===== config.mk =====
export PLATFORM = sky130hd
export DESIGN_NAME = lr35902_dbg_uart_rx
export DESIGN_NICKNAME = d
export VERILOG_FILES = /design/src/rtl/lr35902_dbg_uart_rx_pkg.sv /design/src/rtl/lr35902_dbg_fifo.sv /design/src/rtl/lr35902_dbg_uart_rx.sv
export SDC_FILE = /design/constraint.sdc
export NUM_CORES = 1
export LEC_CHECK = 0
export CAP_MARGIN = 20
export CORE_ASPECT_RATIO = 1.25
export CORE_MARGIN = 5
export CORE_UTILIZATION = 56
export CTS_BUF_LIST = sky130_fd_sc_hd__clkbuf_8
export DETAILED_ROUTE_END_ITERATION = 8
export GPL_TIMING_DRIVEN = 0
export PLACE_DENSITY = 0.77
export SYNTH_ARGS = -nofsm -noshare
export SYNTH_HDL_FRONTEND = slang
export SYNTH_SLANG_ARGS = --single-unit

===== constraint.sdc =====
create_clock -name uart_clk_i -period 3.75 [get_ports uart_clk_i]
set_input_delay 0.9375 -clock uart_clk_i [delete_from_list [all_inputs] [get_ports uart_clk_i]]
set_output_delay 0.9375 -clock uart_clk_i [all_outputs]
set_load 0.005 [all_outputs]

===== src/rtl/lr35902_dbg_uart_rx_pkg.sv =====
// Shared definitions for the debug UART receive path: default timing, RX state encoding and the
// majority-vote helper.
package lr35902_dbg_uart_rx_pkg;

  localparam int unsigned BAUD_DIV_DEF   = 12;
  localparam int unsigned FIFO_DEPTH_DEF = 4;

  typedef enum logic [2:0] {
    RX_IDLE  = 3'd0,
    RX_START = 3'd1,
    RX_DATA  = 3'd2,
    RX_STOP  = 3'd3,
    RX_BREAK = 3'd4
  } rx_state_e;

  function automatic logic maj3(input logic a, input logic b, input logic c);
    return (a & b) | (a & c) | (b & c);
  endfunction

endpackage


===== src/rtl/lr35902_dbg_fifo.sv =====
// Small synchronous FIFO with a registered head output. A push is accepted while full only if a pop
// happens in the same cycle; when the FIFO is empty the head output keeps its last value.
module lr35902_dbg_fifo #(
  parameter int unsigned DEPTH = 4,
  parameter int unsigned WIDTH = 8
) (
  input  logic             clk_i,
  input  logic             rst_n_i,
  input  logic             push_i,
  input  logic [WIDTH-1:0] wdata_i,
  input  logic             pop_i,
  output logic [WIDTH-1:0] rdata_o,
  output logic             empty_o,
  output logic             full_o,
  output logic [$clog2(DEPTH):0] count_next_o
);

  localparam int unsigned AW = $clog2(DEPTH);
  localparam int unsigned CW = AW + 1;

  logic [WIDTH-1:0] mem_q [DEPTH];
  logic [WIDTH-1:0] data_q;
  logic [AW-1:0]    wr_ptr_q, rd_ptr_q, rd_ptr_d;
  logic [CW-1:0]    count_q, count_d;
  logic             do_push, do_pop;

  assign empty_o  = (count_q == '0);
  assign full_o   = (count_q == CW'(DEPTH));
  assign do_pop   = pop_i && !empty_o;
  assign do_push  = push_i && (!full_o || do_pop);
  assign count_d  = count_q + CW'(do_push) - CW'(do_pop);
  assign rd_ptr_d = rd_ptr_q + AW'(do_pop);

  assign rdata_o      = data_q;
  assign count_next_o = count_d;

  always_ff @(posedge clk_i) begin
    if (do_push) mem_q[wr_ptr_q] <= wdata_i;
  end

  always_ff @(posedge clk_i or negedge rst_n_i) begin
    if (!rst_n_i) begin
      wr_ptr_q <= '0;
      rd_ptr_q <= '0;
      count_q  <= '0;
      data_q   <= '0;
    end else begin
      wr_ptr_q <= wr_ptr_q + AW'(do_push);
      rd_ptr_q <= rd_ptr_d;
      count_q  <= count_d;
      // New head is the incoming byte only when nothing older survives this cycle.
      if (count_d != '0) begin
        if ((count_q - CW'(do_pop)) == '0) data_q <= wdata_i;
        else                               data_q <= mem_q[rd_ptr_d];
      end
    end
  end

endmodule


===== src/rtl/lr35902_dbg_uart_rx.sv =====
// Debug UART receive front-end: rx synchroniser, 8N1 deframer with 3-sample majority voting,
// byte FIFO with valid/ready handoff, framing/overrun pulses and cts flow control.
//   state    | meaning
//   RX_IDLE  | line idle, waiting for a low on rx_s
//   RX_START | start bit; a high majority at mid-bit is a glitch
//   RX_DATA  | eight data bits, LSB first
//   RX_STOP  | stop bit; leaves at mid-bit so back-to-back frames work
//   RX_BREAK | bad stop bit seen, waiting for the line to return high
module lr35902_dbg_uart_rx
  import lr35902_dbg_uart_rx_pkg::*;
#(
  parameter int unsigned BAUD_DIV   = BAUD_DIV_DEF,
  parameter int unsigned FIFO_DEPTH = FIFO_DEPTH_DEF
) (
  input  logic       uart_clk_i,
  input  logic       reset_n_i,
  input  logic       rx_i,
  output logic [7:0] data_o,
  output logic       valid_o,
  input  logic       ready_i,
  output logic       cts_o,
  output logic       frame_err_o,
  output logic       overrun_o
);

  localparam int unsigned CNT_W = $clog2(BAUD_DIV);
  localparam int unsigned H     = BAUD_DIV / 2;
  localparam int unsigned CW    = $clog2(FIFO_DEPTH) + 1;

  logic [1:0]       rst_sync_q;
  logic             rst_n;
  logic             rx_meta_q, rx_s_q;
  logic             s0_q, s1_q;
  rx_state_e        state_q;
  logic [CNT_W-1:0] cnt_q;
  logic [2:0]       idx_q;
  logic [7:0]       shreg_q;
  logic             frame_err_q, overrun_q, cts_q;

  logic             maj, at_h1, at_end, push_w, pop_w;
  logic             fifo_empty, fifo_full;
  logic [CW-1:0]    count_next;

  // Reset asserts asynchronously but releases on a clock edge.
  always_ff @(posedge uart_clk_i or negedge reset_n_i) begin
    if (!reset_n_i) rst_sync_q <= 2'b00;
    else            rst_sync_q <= {rst_sync_q[0], 1'b1};
  end
  assign rst_n = rst_sync_q[1];

  assign maj    = maj3(s0_q, s1_q, rx_s_q);
  assign at_h1  = (cnt_q == CNT_W'(H + 1));
  assign at_end = (cnt_q == CNT_W'(BAUD_DIV - 1));
  assign push_w = (state_q == RX_STOP) && at_h1 && maj;
  assign pop_w  = valid_o && ready_i;

  always_ff @(posedge uart_clk_i or negedge rst_n) begin
    if (!rst_n) begin
      rx_meta_q   <= 1'b1;
      rx_s_q      <= 1'b1;
      s0_q        <= 1'b1;
      s1_q        <= 1'b1;
      state_q     <= RX_IDLE;
      cnt_q       <= '0;
      idx_q       <= '0;
      shreg_q     <= '0;
      frame_err_q <= 1'b0;
      overrun_q   <= 1'b0;
      cts_q       <= 1'b0;
    end else begin
      rx_meta_q   <= rx_i;
      rx_s_q      <= rx_meta_q;
      frame_err_q <= 1'b0;
      overrun_q   <= push_w && fifo_full && !pop_w;
      cts_q       <= (count_next >= CW'(FIFO_DEPTH - 1));
      if (cnt_q == CNT_W'(H - 1)) s0_q <= rx_s_q;
      if (cnt_q == CNT_W'(H))     s1_q <= rx_s_q;
      case (state_q)
        RX_IDLE: begin
          if (!rx_s_q) begin
            state_q <= RX_START;
            cnt_q   <= CNT_W'(1);
          end
        end
        RX_START: begin
          if (at_h1 && maj) begin
            state_q <= RX_IDLE;
          end else if (at_end) begin
            state_q <= RX_DATA;
            cnt_q   <= '0;
            idx_q   <= '0;
          end else begin
            cnt_q <= cnt_q + 1'b1;
          end
        end
        RX_DATA: begin
          if (at_h1) shreg_q <= {maj, shreg_q[7:1]};
          if (at_end) begin
            cnt_q <= '0;
            if (idx_q == 3'd7) state_q <= RX_STOP;
            else               idx_q   <= idx_q + 1'b1;
          end else begin
            cnt_q <= cnt_q + 1'b1;
          end
        end
        RX_STOP: begin
          if (at_h1) begin
            if (maj) begin
              state_q <= RX_IDLE;
            end else begin
              frame_err_q <= 1'b1;
              state_q     <= RX_BREAK;
            end
          end else begin
            cnt_q <= cnt_q + 1'b1;
          end
        end
        RX_BREAK: begin
          if (rx_s_q) state_q <= RX_IDLE;
        end
        default: state_q <= RX_IDLE;
      endcase
    end
  end

  lr35902_dbg_fifo #(
    .DEPTH (FIFO_DEPTH),
    .WIDTH (8)
  ) u_fifo (
    .clk_i        (uart_clk_i),
    .rst_n_i      (rst_n),
    .push_i       (push_w),
    .wdata_i      (shreg_q),
    .pop_i        (pop_w),
    .rdata_o      (data_o),
    .empty_o      (fifo_empty),
    .full_o       (fifo_full),
    .count_next_o (count_next)
  );

  assign valid_o     = !fifo_empty;
  assign cts_o       = cts_q;
  assign frame_err_o = frame_err_q;
  assign overrun_o   = overrun_q;

endmodule


==> results, run 1 <==
- The run finished with clean final reports.
- Dividing the detail-routed via count by the number of cells gives approximately 5.6.
- Yosys printed 0 warnings.
- Across all hold checks on the routed design, the worst slack comes to between 0.3 and 0.4 ns.
- The core region is around 0.0057 sq mm.
- The detailed placement HPWL is roughly 3.6 mm.
- The row count is 31.
- The most common cell in the synthesized netlist is sky130_fd_sc_hd__dfrtp_1.
- The count of hold-fix buffers inserted at cts is 0.
- The count of buffers added by post-CTS timing repair for setup is 0.
- After layout, the minimum clock period comes to roughly 3.4 ns.
- Summing the sequential cell areas from Yosys gives 62.1% of the chip area.
- The wire length reported by the detailed router is 5.08 mm.
- The maximum number of pins on one net before global-route repair is 41.
- The number of enable-type register cells in the synthesized netlist is 32.
- The first detailed-routing pass took 4 iterations.
- The biggest area contributor in the post-synthesis netlist is sky130_fd_sc_hd__edfxtp_1.
- Averaged over all synthesized cells, the footprint is roughly 14 sq um.
- Setup violations remaining at the end of the flow were counted as 0.
- Before CTS, the worst setup slack after placement is between 0.06 and 0.07 ns.
- The count of nets left with antenna violations once routing finished came out at 0.
- The die covers 0.00744 sq mm.
- In this run the register-to-register setup slack is ~0.67 ns.
- The max-slew headroom at the worst pin is 40.7%.
- The worst setup path is of the in -> reg kind.
- The summed area of non-filler cells in the final layout is between 0.003 and 0.004 sq mm.
- Summed over all cells, the static leakage comes to 1.53 nW.
- The largest voltage drop on the vdd net is roughly 0.42 mV.
- TritonCTS built the clock tree.
- The analysis attributes to net switching a power of roughly 0.00095 W.
- The worst setup path is captured at a flip-flop.
- In this run the count of I/O pins placed on the die edge is 16.
- The total of cells resized after clock tree synthesis is 0.
- In this run the most critical hold path is launched from rst_sync_q[0].
- The weighted congestion reported at the end of routability-driven placement is 0.769.
- Registers are responsible for about two fifths of the overall power.
- Among all flip-flop cells after synthesis, the most frequent one is sky130_fd_sc_hd__dfrtp_1.
- The count of port buffers added during placement is 15.
- The number of H-tree branching levels is 3.
- The post-route clock period utilization is roughly nine tenths.
- The signed area change from the synthesized netlist to the final layout is 12.9%.
- Measured along the x axis, the die boundary spans ~78 um.
- Clock tree synthesis selected as its root buffer the cell sky130_fd_sc_hd__clkbuf_8.
- The worst setup path is launched from an input port.
- The count of endpoints failing hold in the final timing report is 0.
- The largest single stage delay on the critical path is between 0.5 and 0.6 ns.
- The detailed-route wire length per cell is around 15 um.
- The portion of synthesized cell area occupied by the leading cell type is between 20% and 30%.
- The initial antenna violation count is 0.
- The clock passes through at most 2 buffers.
- The share of total power in the clock network is 19.9%.
- The total overflow left after global routing is 0.
- The utilization after layout is 64.3%.
- The reg-to-reg critical path startpoint is cnt_q[0].
- Synthesis produced a netlist with a net count of roughly 250.
- The source of the critical timing path is ready_i.
- The repair_antennas step left the layout with diodes totalling 0.
- The number of global-route vias before repair was 1866.
- Cells with a size suffix above 1 make up around 25% of the layout.
- The cell area that synthesis handed to floorplanning was ~0.0032 sq mm.
- The count of final max-slew check failures came to 0.
- The all-layer global routing usage is around 16%.
- The number of DRC markers in iteration 0 is around 130.
- The data required time at the worst endpoint is ~4.0 ns.
- For this block, the via count after detailed routing is roughly 1800.
- Summed over all failing endpoints, the final setup total negative slack is 0 ns.
- By count the netlist is led by sky130_fd_sc_hd__dfrtp_1 (38), sky130_fd_sc_hd__edfxtp_1 (32), sky130_fd_sc_hd__a21oi_1 (14).
- Counting every instance in the synthesized netlist gives 230.
- The number of sinks on the clock net is 74.
- Fill cells in the final layout number 421.
- Along the worst path, the maximum fanout reaches 8.
- The slowest stage of the critical path is the sky130_fd_sc_hd__or4b_1 cell.
- The detailed-route DRC error count is 0.
- The class of the tightest hold or removal check is reg -> reg.
- For this run, the top clock speed supported by timing is between 200 and 300 MHz.
- The most frequent cell on the critical path is sky130_fd_sc_hd__inv_1.
- The count of nets after finishing is about 270.
- In this run the power density over the cells is 768 mW/mm^2.
- Setup repair after global routing left no endpoint under its margin.
- The die is roughly 95 um tall.
- The minimum setup slack in the final design is roughly 0.36 ns.
- The latest clock arrival within the worst-skew pair is 0.34 ns.
- The initial cell density of the core is between 50% and 60%.
- The actual slew at the worst max-slew pin is 0.889 ns.
- Yosys attributes the largest share of cell area to sky130_fd_sc_hd__edfxtp_1 (30%), sky130_fd_sc_hd__dfrtp_1 (29%), sky130_fd_sc_hd__mux4_2 (5.5%), sky130_fd_sc_hd__ha_1 (3.9%), sky130_fd_sc_hd__mux2_2 (3.8%).
- The number of violations of the max-capacitance limit is 0.
- The number of distinct standard cells referenced by the synthesized netlist is 52.
- On the final layout, the worst clock skew is 0.00761 ns.
- The clock-pin slew of the registers on the worst-case setup and hold paths is roughly 0.07 ns.
- STA puts the critical path data arrival time at 3.65 ns.
- The first global-routing pass estimated between 8 and 9 mm of wire.
- The internal cell power is roughly 0.0019 W.
- Buffers inserted during clock tree synthesis total 9.
- The synthesized flop and latch total is 74.
- The combinational share of power is around two fifths.
- Traced cell by cell, the critical path runs through clkdlybuf4s50_1, or4b_1, nand4_1, inv_1, ha_1, inv_1, fa_1, xor3_1, nor3_2, a31oi_1, a21oi_1.
- The share of flip-flops with an asynchronous set or reset after synthesis is between 50 and 60%.
- Net switching is between 30 and 40% of the power.
- The post-place instance area is between 0.003 and 0.004 sq mm.
[flip-flops by register name, indices dropped and copies added, names as in the netlist]
register,count
u_fifo.rdata_o,8
rx_meta_q,1
u_fifo.wr_ptr_q,2
u_fifo.count_q,3
frame_err_o,1
s1_q,1
idx_q,3
state_q,3
overrun_o,1
cts_o,1
s0_q,1
u_fifo.rd_ptr_q,2
rx_s_q,1
u_fifo.mem_q,32
rst_sync_q,2
shreg_q,8
cnt_q,4
[critical path, delay by kind of cell]
family	cells	cell delay, ns
adder cells (fa/ha/maj)	2	0.36
AND/OR/NAND/NOR	3	1.22
XOR/XNOR	1	0.28
AO/OA/AOI/OAI	2	0.25
buffers and inverters	3	0.61
[layer usage]
layer | up-vias | routed length (um) | GRT usage, %
li1 | 905 | - | -
met1 | 894 | 2140 | 18.3
met2 | 28 | 2620 | 26.2
met3 | 12 | 196 | 5.29
met4 | 0 | 117 | 8.03
met5 | - | 0 | 0
[worst paths after layout]
| path | to | depth (start not counted) |
|---|---|---|
| setup / recovery | u_fifo.rdata_o[7] | 11 |
| hold / removal | rst_sync_q[1] | 0 |
| setup reg to reg | u_fifo.rdata_o[7] | 12 |
| hold reg to reg | rst_sync_q[1] | 0 |
| max in group asynchronous | u_fifo.count_q[2] | 0 |
| min in group asynchronous | u_fifo.rdata_o[1] | 0 |
[area by class of cell]
cell class	instances	area [sq um]	area share, %
buffer	7	38.8	1.06
tap	66	82.6	2.25
multi-input combinational	137	1150	31.3
timing repair buffer	17	160	4.37
clock inverter	6	51.3	1.40
sequential	74	2020	55.0
inverter	12	45.0	1.23
clock buffer	9	124	3.38
[power groups by stage]
stage	sequential, W	combinational, W	clock [W]
after floorplan	0.00112	0.000866	0
after global placement	0.00114	0.00111	0
after detailed placement	0.00115	0.00113	0
after CTS	0.00113	0.00114	0.000582
after global routing	0.00115	0.00127	0.000624
final	0.00113	0.00113	0.000561
[metrics by stage]
step	total power, W	cells
4_1_cts	0.00285	327
5_1_grt	0.00305	328
3_3_place_gp	0.00224	311
3_5_place_dp	0.00228	312
2_1_floorplan	0.00199	230
6_report	0.00282	328
[placed cells by master, fill, tap and decap left out, types with 2 or more instances in the layout]
cell type,count
sky130_fd_sc_hd__dfrtp_1,37
sky130_fd_sc_hd__edfxtp_1,32
sky130_fd_sc_hd__clkdlybuf4s50_1,15
sky130_fd_sc_hd__inv_1,14
sky130_fd_sc_hd__a21oi_1,14
sky130_fd_sc_hd__o21ai_0,13
sky130_fd_sc_hd__mux2_2,11
sky130_fd_sc_hd__ha_1,10
sky130_fd_sc_hd__nor2_1,9
sky130_fd_sc_hd__a31oi_1,9
sky130_fd_sc_hd__clkbuf_8,9
sky130_fd_sc_hd__mux4_2,8
sky130_fd_sc_hd__nor2_2,8
sky130_fd_sc_hd__nand2_1,6
sky130_fd_sc_hd__buf_2,5
sky130_fd_sc_hd__and3_1,4
sky130_fd_sc_hd__dfstp_2,4
sky130_fd_sc_hd__or2_2,3
sky130_fd_sc_hd__and3b_1,3
sky130_fd_sc_hd__nor2b_1,3
sky130_fd_sc_hd__or3_1,3
sky130_fd_sc_hd__nor3b_1,2
sky130_fd_sc_hd__a21o_1,2
sky130_fd_sc_hd__mux2_4,2
sky130_fd_sc_hd__nand2b_1,2
sky130_fd_sc_hd__clkinv_2,2
[kinds of logic (layout without fill, tap and decap cells)]
family / Yosys count / after routing / synth area share [%]
AOI/OAI and AO/OA: 48 / 48 / 9.09
xor gates and xnor gates: 3 / 3 / 1.50
adders and majority gates: 12 / 12 / 4.81
buffers and inverters: 19 / 51 / 2.58
DFF: 74 / 74 / 62.1
muxes: 21 / 21 / 10.3
other: 1 / 1 / 0.115
and+or+nand+nor: 52 / 52 / 9.55
(Power assumes the default switching activity.)
==> inputs of run 2 (changes only) <==
Settings changed: RECOVER_POWER set to 100.
==> run 2 against run 1 <==
  * The run now ends with max-capacitance violations, max-slew violations left
  * Global-route usage did not move
  * Final cell count unchanged
  * Setup slack lost 0.0012 ns
  * Largest cell class unchanged
  * Highest routed layer unchanged
==> results, run 2 (synthesis results as in run 1) <==
- The flow ran to the end, but the final reports show violations.
- The final reports fail on max-capacitance violations, max-slew violations.
- Clock tree synthesis inserted a total of 9 buffers.
- The iteration count of the initial detailed-routing pass is 4.
- The endpoint of the worst hold-timing path is rst_sync_q[1].
- The placement-stage worst setup slack is approximately 0.065 ns.
- Setup slack on the critical path of the routed design comes to between 0.3 and 0.4 ns.
- The cell sitting at the root of the clock tree is a sky130_fd_sc_hd__clkbuf_8.
- The ratio of routed vias to standard cells is about 5.6.
- The worst reg-to-reg setup slack is around 0.7 ns.
- Dividing the detail-routed wire length by the instance count gives approximately 16 um.
- The critical path goes through clkdlybuf4s50_1, o31ai_1, or2_2, inv_1, or2_2, ha_1, inv_1, fa_1, xor3_1, nor3_2, a31oi_1, a21oi_1.
- The initial cell density of the core is between 50 and 60%.
- The number of flip-flops in the largest register is 32.
- In this run, the combinational gates consume between 30% and 40% of the power.
- Leaving out fill and tap cells, the most frequent cells in the layout are sky130_fd_sc_hd__dfrtp_1 (38), sky130_fd_sc_hd__edfxtp_1 (32), sky130_fd_sc_hd__inv_1 (14), sky130_fd_sc_hd__a21oi_1 (14), sky130_fd_sc_hd__dlygate4sd3_1 (14).
- The total of cells resized after clock tree synthesis is 0.
- The internal cell power is roughly 0.0018 W.
- The end of the worst register-to-register path is u_fifo.rdata_o[7].
- The weighted congestion reported at the end of routability-driven placement is roughly 0.77.
- The depth of the worst register-to-register path is 12.
- The number of vias in the routed layout is ~1900.
- The x dimension of the die is 78.1 um.
- In the routed design, unresolved DRC markers number 0.
- The number of sinks on the clock net is 74.
- The total power is about 0.0028 W.
- The count of buffers added by post-CTS timing repair for setup is 0.
- The startpoint class of the critical path is an input port.
- During placement, the flow inserted port buffers numbering 15.
- The fmax is between 200 and 300 MHz.
- The depth of the worst hold-timing path is 0.
- The critical path is of the in -> reg type.
- The wire length reported by the detailed router is 5.09 mm.
- In this run the most critical hold path is launched from rst_sync_q[0].
- Hold repair after CTS inserted 0 buffers.
- The share of total power in the clock network is 20.3%.
- The count of endpoints failing hold in the final timing report is 0.
- The area of the core is 0.00570 sq mm.
- The floorplan die area is between 0.007 and 0.008 sq mm.
- The worst register-to-register path begins at cnt_q[0].
- The kind of end point of the critical path is a flip-flop.
- The count of final max-slew check failures is 41.
- The max-slew headroom at the worst pin is -8.43%.
- In this run the number of H-tree levels came out at 3.
- Across the routed clock network, the largest skew measured is ~0.0076 ns.
- The utilization after layout is roughly 64%.
- The min-delay analysis places its worst path in the category reg -> reg.
- Detailed placement finished with a half-perimeter wire length of ~3.6 mm.
- The final critical path takes up roughly nine tenths of the cycle.
- TritonCTS built the clock tree.
- The clock period minus worst slack is between 3 and 4 ns.
- The number of antenna cells inserted is 0.
- On the worst path, the slowest cell contributes a delay of ~0.50 ns.
- The wire length of the first global-routing pass is between 8 and 9 mm.
- The cell leakage power is 1.53 nW.
- In this run the count of I/O pins placed on the die edge is 16.
- Dividing total power by cell area gives a power density of 759 mW/mm^2.
- The all-layer global routing usage is between 10% and 20%.
- The row count is 31.
- The actual slew at the worst max-slew pin is between 1.5 and 2 ns.
- The critical path starts at ready_i.
- For the final routed database, the setup TNS stands at 0 ns.
- Counting the fill cells in the layout gives around 430.
- Leaving out fill and tap cells, the most frequent cell in the layout is sky130_fd_sc_hd__dfrtp_1.
- The latest clock arrival within the worst-skew pair is around 0.34 ns.
- More flip-flops sit in one register than any other, and that register is u_fifo.mem_q.
- The detailed router finished its first iteration with about 140 violations.
- The number of violations of the max-capacitance limit is 1.
- Global routing finished with a remaining overflow of 0.
- The initial antenna violation count is 0.
- The floorplan step set the die height to roughly 95 um.
- The maximum number of pins on one net before global-route repair is slightly above 40.
- The post-route netlist has 21.8% of its cells at a drive strength greater than 1.
- Once placement completed, the tool counted placed cells totaling 312.
- The signed area change from the synthesized netlist to the final layout is 12.2%.
- The switching power is ~0.00094 W.
- The number of endpoints failing setup at the final stage is 0.
- The number of global-route vias before repair came to around 1900.
- The data required time at the worst endpoint is 4.02 ns.
- Setup repair after global routing left no endpoint under its margin.
- Of all nets on the critical path, the largest fanout is 8.
- For this run, the post-layout net count is ~270.
- Once detail routing completed, the nets flagged for antenna violations numbered 0.
- The largest individual stage delay along the critical path comes from the cell sky130_fd_sc_hd__clkdlybuf4s50_1.
- Data arrives at the worst endpoint at about 3.7 ns.
- The clock passes through at most 2 buffers.
- The largest voltage drop on the vdd net is between 0.4 and 0.5 mV.
- Excluding fillers, the count of instances in the completed layout stands at 328.
- In this run switching power makes up between 30% and 40% of total power.
- The power share of the sequential group is 40.6%.
- Clock-pin slew was measured on the worst setup and hold paths at around 0.07 ns.
[run 2: cell count changes in the layout (fill, tap and decap cells not counted), sizes merged]
cell,change
buf,-2
clkbuf,+2
clkdlybuf4s50,-14
dlygate4sd3,+14
[run 2: critical path: cells and delay by family]
family / cells / cell delay (ns)
and+or+nand+nor: 3 / 0.92
xor gates and xnor gates: 1 / 0.25
AOI/OAI and AO/OA: 3 / 0.38
adders and majority gates: 2 / 0.49
buffers and inverters: 3 / 0.66
[run 2: layout make-up]
type / count / area, sq um / area share [%]
clock inverters: 6 / 51.3 / 1.41
inverters: 12 / 45.0 / 1.24
flip-flops and latches: 74 / 2020 / 55.3
plain buffers: 7 / 38.8 / 1.06
clock buffers: 9 / 124 / 3.40
multi-input cells: 137 / 1130 / 31.0
well taps: 66 / 82.6 / 2.27
repair buffers: 17 / 158 / 4.33
[run 2: worst max-delay path by stage]
| stage | end | depth (start not counted) |
|---|---|---|
| 5_1_grt | u_fifo.rdata_o[7] | 12 |
| 3_3_place_gp | u_fifo.rdata_o[1] | 12 |
| 6_report | u_fifo.rdata_o[7] | 12 |
| 4_1_cts | u_fifo.rdata_o[7] | 12 |
| 2_1_floorplan | u_fifo.rdata_o[0] | 11 |
| 3_5_place_dp | u_fifo.rdata_o[7] | 11 |
[run 2: power groups by stage]
stage               combinational [W]  sequential (W)  clock [W]
global route                  0.00123         0.00115   0.000624
floorplan                    0.000866         0.00112          0
global placement              0.00111         0.00114          0
finish                        0.00108         0.00112   0.000561
detailed placement            0.00113         0.00115          0
CTS                           0.00114         0.00113   0.000582
[run 2: per-layer routing]
layer	share of wire, %	vias up	GRT usage, %
li1	-	909	-
met1	42	899	18.3
met2	51	30	26.2
met3	3.9	12	5.29
met4	2.3	0	8.03
met5	0	-	0
[run 2: per-stage QoR]
stage | hold WS (ns) | area, sq um
after global routing | 0.360 | 3640
after floorplan | 0.331 | 3250
after global placement | 0.336 | 3480
final | 0.352 | 3640
after detailed placement | 0.343 | 3490
after CTS | 0.355 | 3660
==> inputs of run 3 (changes only) <==
Settings changed: CTS_CLUSTER_DIAMETER set to 80.
Clock period 3.75 ns to 4.3 ns, I/O delays scaled along.
==> run 3 against run 2 <==
  * The flow still finishes with violations (max-capacitance violations, max-slew violations)
  * Hold slack did not move
  * Global-route usage did not move
  * Die area did not move
  * Total power fell by 13%
  * Setup slack improved by 0.28 ns
  * Combinational power fell by 13%
  * Register-to-register slack improved by 0.55 ns
  * Utilization did not move
  * Final cell count did not move
  * Clock skew did not move
  * Sequential cell count did not move
  * Sequential share of layout area did not move
  * Largest cell class unchanged
  * Highest routed layer unchanged
==> results, run 3 (synthesis results as in run 1) <==
- The flow ran to the end, but the final reports show violations.
- The checks that failed: max-capacitance violations, max-slew violations.
- The cell that appears most often on the critical path is sky130_fd_sc_hd__inv_1.
- The maximum number of pins on one net before global-route repair is slightly above 40.
- The number of DRC markers in iteration 0 is between 100 and 150.
- The max-slew headroom at the worst pin is -8.43%.
- On the critical path the largest part of the delay comes from simple AND/OR/NAND/NOR gates.
- The count of endpoints failing hold in the final timing report is 0.
- The detail route stage leaves a number of antenna-violating nets equal to 0.
- Once layout is complete, the cells apart from fillers number 328.
- The endpoint arrival time on the critical path is ~3.9 ns.
- The total of fill cells in the finished design is roughly 430.
- The kind of end point of the critical path is a flip-flop.
- The signed area change from the synthesized netlist to the final layout is 12.2%.
- Summing all non-filler instances in the final layout gives an area of approximately 0.0036 sq mm.
- The number of gates resized after CTS was 0.
- Wires add up to between 5 and 6 mm.
- Ranked by flip-flop count, first place goes to u_fifo.mem_q.
- The switching power is roughly 0.00082 W.
- The row count is 31.
- The actual slew at the worst max-slew pin is about 1.6 ns.
- For this design, the sink count on the clock tree is 74.
- In the global route stage, overall resource usage came out at around 16%.
- The number of endpoints failing setup at the final stage is 0.
- The region available for standard cell placement spans ~0.0057 sq mm.
- The detailed placement HPWL is between 3 and 4 mm.
- The library cells used most frequently in the layout, excluding fill and tap cells, are sky130_fd_sc_hd__dfrtp_1 (38), sky130_fd_sc_hd__edfxtp_1 (32), sky130_fd_sc_hd__dlygate4sd3_1 (15).
- The class of the tightest hold or removal check is reg -> reg.
- The internal cell power is about 0.0016 W.
- The wire length of the first global-routing pass is roughly 9.0 mm.
- The critical path is of the in -> reg type.
- The latest clock arrival within the worst-skew pair is between 0.3 and 0.4 ns.
- The maximum single-stage delay on the critical path is roughly 0.57 ns.
- In this run, post-CTS hold repair placed 0 buffers.
- The weighted congestion reported at the end of routability-driven placement is ~0.77.
- The clock root buffer master is sky130_fd_sc_hd__clkbuf_8.
- The share of final-layout standard cells stronger than drive strength 1 is a little over a fifth.
- For the final database, setup skew stands at ~0.0076 ns.
- The fmax is between 200 and 300 MHz.
- The CTS tree is built.
- Setup repair after global routing left no endpoint under its margin.
- The power share of the sequential group is around two fifths.
- Summed over all layers, the global routing overflow is 0.
- The floorplan die area is 0.00744 sq mm.
- The tool flagged a number of max-cap violations equal to 1.
- The maximum clock insertion buffer count is 2.
- Per report_power, the combinational group accounts for around 40% of the total.
- The cell leakage power is ~1.5 nW.
- Buffers placed on the I/O ports in this run total 15.
- The post-route clock period utilization is a little over four fifths.
- The detailed-route wire length per cell is 15.5 um.
- The register with the most flip-flops in the layout has 32 of them.
- For the worst setup path, the data required time is approximately 4.6 ns.
- The x dimension of the die is 78.1 um.
- The maximum fanout along the worst path is 8.
- The number of global-route vias before repair is ~1900.
- The clock buffer count from CTS is 9.
- In the routed layout, each cell is associated on average with a via count of about 5.6.
- The number of vias in the routed layout is around 1900.
- The total power is around 0.0024 W.
- The number of H-tree branching levels is 3.
- Traced cell by cell, the critical path runs through dlygate4sd3_1, or4b_1, nand4_1, inv_1, ha_1, inv_1, fa_1, xor3_1, nor3_2, a31oi_1, a21oi_1.
- The floorplan step set the die height to between 90 and 100 um.
- The iteration count of the initial detailed-routing pass is 4.
- The utilization after layout is a little under two thirds.
- The number of I/O pins is 16.
- The startpoint class of the critical path is an input port.
- Clock-pin slew was measured on the worst setup and hold paths at about 0.070 ns.
- The count of final max-slew check failures is 41.
- The net count of the finished layout is 273.
- The smallest clock period supported by the final layout is computed as around 3.7 ns.
- 0 antenna diodes ended up in the layout.
- The post-place instance area is between 0.003 and 0.004 sq mm.
- The most common library cell in the layout ignoring fill and taps is sky130_fd_sc_hd__dfrtp_1.
- For this design the ratio of total power to cell area is roughly 660 mW/mm^2.
- For this configuration, the core starts out at a cell density of between 50% and 60%.
- The number of placed instances, taps included, is between 300 and 400.
- The slowest stage cell on the critical path is sky130_fd_sc_hd__dlygate4sd3_1.
- The detailed-route DRC error count is 0.
- The post-route setup TNS is 0 ns.
- The worst path buffer plus inverter count is 3.
- The count of buffers added by post-CTS timing repair for setup is 0.
- IR analysis of the VDD net gives a maximum drop of 0.370 mV.
- The initial antenna violation count is 0.
- The share of total power in the clock network is approximately a fifth.
- Net switching is 33.9% of the power.
-- run 3: power by group through the flow --
stage          clock network, W  logic, W  registers (W)
4_1_cts                0.000508  0.000993       0.000986
5_1_grt                0.000545   0.00107        0.00100
3_3_place_gp                  0  0.000966       0.000992
2_1_floorplan                 0  0.000755       0.000979
6_report               0.000489  0.000945       0.000980
3_5_place_dp                  0  0.000986       0.000999
-- run 3: path summary, 6_finish.rpt --
check	from	endpoint	slack [ns]	cells after the start
max reg2reg	cnt_q[0]	u_fifo.rdata_o[7]	1.25	12
min in group asynchronous	rst_sync_q[1]	u_fifo.rdata_o[1]	0.68	0
max	ready_i	u_fifo.rdata_o[7]	0.65	11
min reg2reg	rst_sync_q[0]	rst_sync_q[1]	0.35	0
max in group asynchronous	rst_sync_q[1]	u_fifo.count_q[2]	2.67	0
min	rst_sync_q[0]	rst_sync_q[1]	0.35	0
-- run 3: area by class of cell --
class | instances | area (sq um) | area share [%]
inverter | 12 | 45.0 | 1.24
timing repair buffer | 17 | 158 | 4.33
clock inverter | 6 | 51.3 | 1.41
sequential | 74 | 2020 | 55.3
clock buffer | 9 | 124 | 3.40
multi-input combinational | 137 | 1130 | 31.0
buffer | 7 | 38.8 | 1.06
tap | 66 | 82.6 | 2.27
-- run 3: metal layers --
layer | share of wire [%] | global-route usage, %
met1 | 42 | 18.3
met2 | 51 | 26.2
met3 | 3.9 | 5.29
met4 | 2.3 | 8.03
met5 | 0 | 0
-- run 3: per-stage QoR --
step / hold WS (ns) / setup slack [ns]
2_1_floorplan: 0.331 / 1.15
3_3_place_gp: 0.336 / 0.521
3_5_place_dp: 0.343 / 0.477
4_1_cts: 0.355 / 0.822
5_1_grt: 0.360 / 0.455
6_report: 0.352 / 0.646
